## src/rtl/pipe_reg_bank.sv

```systemverilog
// Two-entry pipeline register bank (main + skid) carrying LANES data lanes with
// per-lane valids, valid/ready handshake, synchronous flush and forced inject.
module pipe_reg_bank #(
  parameter int unsigned WIDTH = 32,
  parameter int unsigned LANES = 2
) (
  input  logic                     clk,
  input  logic                     arst,
  input  logic                     in_valid,
  output logic                     in_ready,
  input  logic [LANES*WIDTH-1:0]   in_data,
  input  logic [LANES-1:0]         in_lane_vld,
  output logic                     out_valid,
  input  logic                     out_ready,
  output logic [LANES*WIDTH-1:0]   out_data,
  output logic [LANES-1:0]         out_lane_vld,
  input  logic                     flush,
  input  logic                     inject,
  input  logic [LANES*WIDTH-1:0]   inject_data,
  input  logic [LANES-1:0]         inject_lane_vld,
  output logic [1:0]               occupancy
);

  typedef enum logic [1:0] {
    ST_EMPTY = 2'd0,
    ST_ONE   = 2'd1,
    ST_TWO   = 2'd2
  } state_e;

  state_e                   state_q, state_d;
  logic [LANES*WIDTH-1:0]   main_data_q, main_data_d;
  logic [LANES-1:0]         main_vld_q, main_vld_d;
  logic [LANES*WIDTH-1:0]   skid_data_q, skid_data_d;
  logic [LANES-1:0]         skid_vld_q, skid_vld_d;

  logic accept;
  logic drain;

  always_ff @(posedge clk) begin
    if (arst) begin
      state_q     <= ST_EMPTY;
      main_data_q <= '0;
      main_vld_q  <= '0;
      skid_data_q <= '0;
      skid_vld_q  <= '0;
    end else begin
      state_q     <= state_d;
      main_data_q <= main_data_d;
      main_vld_q  <= main_vld_d;
      skid_data_q <= skid_data_d;
      skid_vld_q  <= skid_vld_d;
    end
  end

  assign accept = in_valid & in_ready;
  assign drain  = out_valid & out_ready;

  always_comb begin
    state_d     = state_q;
    main_data_d = main_data_q;
    main_vld_d  = main_vld_q;
    skid_data_d = skid_data_q;
    skid_vld_d  = skid_vld_q;
    if (flush) begin
      // Data registers keep their contents; only the lane valids are killed.
      state_d    = ST_EMPTY;
      main_vld_d = '0;
      skid_vld_d = '0;
    end else if (inject) begin
      state_d     = ST_ONE;
      main_data_d = inject_data;
      main_vld_d  = inject_lane_vld;
      skid_vld_d  = '0;
    end else begin
      case (state_q)
        ST_EMPTY: begin
          if (accept) begin
            state_d     = ST_ONE;
            main_data_d = in_data;
            main_vld_d  = in_lane_vld;
          end
        end
        ST_ONE: begin
          if (accept && drain) begin
            main_data_d = in_data;
            main_vld_d  = in_lane_vld;
          end else if (accept) begin
            state_d     = ST_TWO;
            skid_data_d = in_data;
            skid_vld_d  = in_lane_vld;
          end else if (drain) begin
            state_d = ST_EMPTY;
          end
        end
        ST_TWO: begin
          if (drain) begin
            state_d     = ST_ONE;
            main_data_d = skid_data_q;
            main_vld_d  = skid_vld_q;
          end
        end
        default: state_d = ST_EMPTY;
      endcase
    end
  end

  always_comb begin
    in_ready     = (state_q != ST_TWO) & ~inject & ~flush;
    out_valid    = (state_q != ST_EMPTY);
    out_data     = main_data_q;
    out_lane_vld = out_valid ? main_vld_q : '0;
    case (state_q)
      ST_ONE:  occupancy = 2'd1;
      ST_TWO:  occupancy = 2'd2;
      default: occupancy = 2'd0;
    endcase
  end

endmodule

```

## config.mk

```make
export PLATFORM = sky130hd
export DESIGN_NAME = pipe_reg_bank
export DESIGN_NICKNAME = d
export VERILOG_FILES = /design/src/rtl/pipe_reg_bank.sv
export SDC_FILE = /design/constraint.sdc
export NUM_CORES = 1
export LEC_CHECK = 0
export CAP_MARGIN = 20
export CORE_MARGIN = 10
export CORE_UTILIZATION = 37
export CTS_BUF_LIST = sky130_fd_sc_hd__clkbuf_16
export CTS_CLUSTER_SIZE = 40
export DETAILED_ROUTE_END_ITERATION = 8
export GPL_ROUTABILITY_DRIVEN = 0
export PLACE_DENSITY_LB_ADDON = 0.25
export SYNTH_ARGS = -nofsm -noshare
export SYNTH_HDL_FRONTEND = slang
export SYNTH_SLANG_ARGS = --single-unit
```

## constraint.sdc

```tcl
create_clock -name clk -period 4.3 [get_ports clk]
set_input_delay 0.86 -clock clk [delete_from_list [all_inputs] [get_ports clk]]
set_output_delay 0.86 -clock clk [all_outputs]
set_load 0.02 [all_outputs]
```

==> reports/qor.txt <==
Most frequent CP cell = clkdlybuf4s50_1
Total GRT Usage = 0.160
Starting Density = 0.381
Die area = 24500 µm²
Final Util = 0.531
Critical path arrival = 2.26 ns
Worst-skew pair later-pin latency = 0.41 ns
Post-Syn Area per Cell = 7.63 µm²
Worst Path Buf+Inv = 2
Drt total wl = 20100 µm
Clk pin slew, worst setup/hold paths = 0.06 ns
Hold buffers post-CTS = 0
Kind of critical path = primary input to output port
Worst-path cell chain = clkdlybuf4s50_1 > nor3_1 > clkdlybuf4s50_1
H-Tree Depth = 4
CTS Buffer Depth = 2
VDD IR max = 0.289 mV
Antenna-violating nets left = 0
I/O pins = 208
Family with the most delay on the worst path = buffers and inverters
Register area share after synthesis = 0.388
Die Ht = 157 µm
Pins over their slew limit = 0
Area grow syn2layout = 39.6%
Setup violators final = 0
Sink Count = 134
# nets final = 1195
Crit-path slowest cell = clkdlybuf4s50_1
Number of buffers added on ports = 207
Max_cap viols = 0
Global-route wire length before repair = 32200 µm
Share of cells above drive strength 1 = 0.104
#FFs+latches synth = 134
DRC violation count after routing = 0
Gr ovfl total = 0
TNS Setup = 0 ns
PD cells = 358 nW/µm²
Reg2Reg Setup Slack = 1.77 ns
Worst-Margin Slew = 0.813 ns
Core Region = 18100 µm²
Placed wire-length estimate = 13500 µm
Synth Warn # = 0
Largest net degree at the start of global routing = 81
Fmax = 320 MHz
TritonCTS clock tree = done
Die width = 157 µm
R2r startpoint = state_q[1]
Worst Setup SP = flush
Worst-path fanout max = 8
Final period util = 0.727
Minimum clock period = 3.12 ns
Initial antenna violation count = 1
Num CTS Buffers = 17
Slew margin rel. = 0.458
Crit path required time = 3.44 ns
Setup Buffers After CTS = 0
Setup crit end kind = output port
Via count of the first global-routing pass = 6309
Crit path launch type = primary input
Synthesized net count = 1044
Synth Cell Area = 6910 µm²
Hold_sp = skid_data_q[62]
CTS root buffer = clkbuf_16
Filler Cell Count = 1765
Worst min path class = flop to flop
RSZ-0062 raised after global routing = no
Status = finished clean
Final Hold Violating Endpoints = 0
Final Skew = 0.00788 ns
FP Rows = 49
CP peak stage delay = 0.63 ns
Routed len/inst = 15.5 µm
Via count = 6544
Synth cell types = 30
Drt pass-1 iters = 6
Leak Pwr = 3.56 nW
DRT iter0 DRCs = 345
Post-Syn Instances = 906
CTS resizes = 0
Post-DR vias/cell = 5.03
worst paths after layout:
path	end	cells past startpoint
worst max-delay path	in_ready	3
worst max register to register	main_vld_q[1]	6
worst min-delay path	skid_data_q[62]	2
worst min register to register	skid_data_q[62]	2
stage by stage:
step	std cells	cell area (µm²)	hold slack (ns)	setup WS, ns	power [mW]
floorplan	906	6910	0.436	1.48	1.69
global placement	1267	9030	0.442	0.982	1.97
detailed placement	1267	9030	0.447	0.937	1.98
CTS	1299	9640	0.455	1.18	3.50
global route	1300	9640	0.471	1.15	3.61
finish	1300	9640	0.453	1.18	3.45
registers in the layout, indices dropped and copies added (netlist names):
name	flops
state_q	2
skid_data_q	64
out_data	64
main_vld_q	2
skid_vld_q	2
final cells by class:
class                           instances  area [µm²]  area share
Antenna cell                            1        2.50    0.000259
Clock buffer                           17         425      0.0441
Multi-Input combinational cell        619        3610       0.374
Sequential cell                       134        2680       0.278
Clock inverter                         15         189      0.0196
Timing Repair Buffer                  219        2200       0.228
Inverter                               66         248      0.0257
Tap cell                              229         287      0.0297
cell families after synthesis:
family,share of synthesized area
and+or+nand+nor,0.284
DFF,0.388
muxes,0.00308
buffers and inverters,0.0924
AOI/OAI and AO/OA,0.232
worst reg2reg max path, cell delays in order, from the launching register on:
cell and delay [ns]:
dfxtp_1 0.48, nor2b_4 0.25, buf_4 0.47, buf_4 0.74, nor2b_1 0.11, a211oi_1 0.27, o31ai_1 0.11
cell usage in the layout, fill, tap and decap left out, types with 9 or more instances in the layout:
cell,Yosys,final
nor3b_2,56,56
clkdlybuf4s50_1,0,205
nor3_1,65,65
dfxtp_1,134,134
nand2_1,135,135
clkbuf_16,0,17
nor2_1,69,69
a31o_1,56,56
inv_1,66,68
buf_4,0,9
a21oi_1,195,195
power by group:
part / leakage (nW) / switching (mW) / total (mW) / internal (mW)
clock network: 0.307 / 0.542 / 1.51 / 0.963
logic: 2.16 / 0.300 / 0.619 / 0.319
registers: 1.09 / 0.0258 / 1.33 / 1.30
total: 3.56 / 0.868 / 3.45 / 2.58
layer usage:
metal,vias to the layer above,part of all wire,GRT usage
li1,3397,-,-
met1,2979,0.45,0.192
met2,152,0.48,0.269
met3,16,0.058,0.0433
met4,0,0.012,0.0548
met5,-,0,0
synth_stat cells (all sizes together):
master  instances  area (µm²)
nor2           69         259
buf            34         191
inv            66         248
a221o           1        10.0
o221ai          1        8.76
nor3           65         325
a21oi         195         976
a31o           64         561
or2             1        6.26
or3             3        18.8
mux2i           1        10.0
nand2         135         507
nand2b          2        12.5
dfxtp         134        2680
nor2b           5        31.3
o31ai           2        15.0
and4b           1        10.0
nand4b          1        8.76
nor3b          64         761
and2            2        12.5
and4bb          1        12.5
o21ai           2        10.0
a211oi          2        15.0
mux2            1        11.3
clkbuf         53         199
o21a            1        7.51
Note: power is estimated with default switching activity, not from simulation.
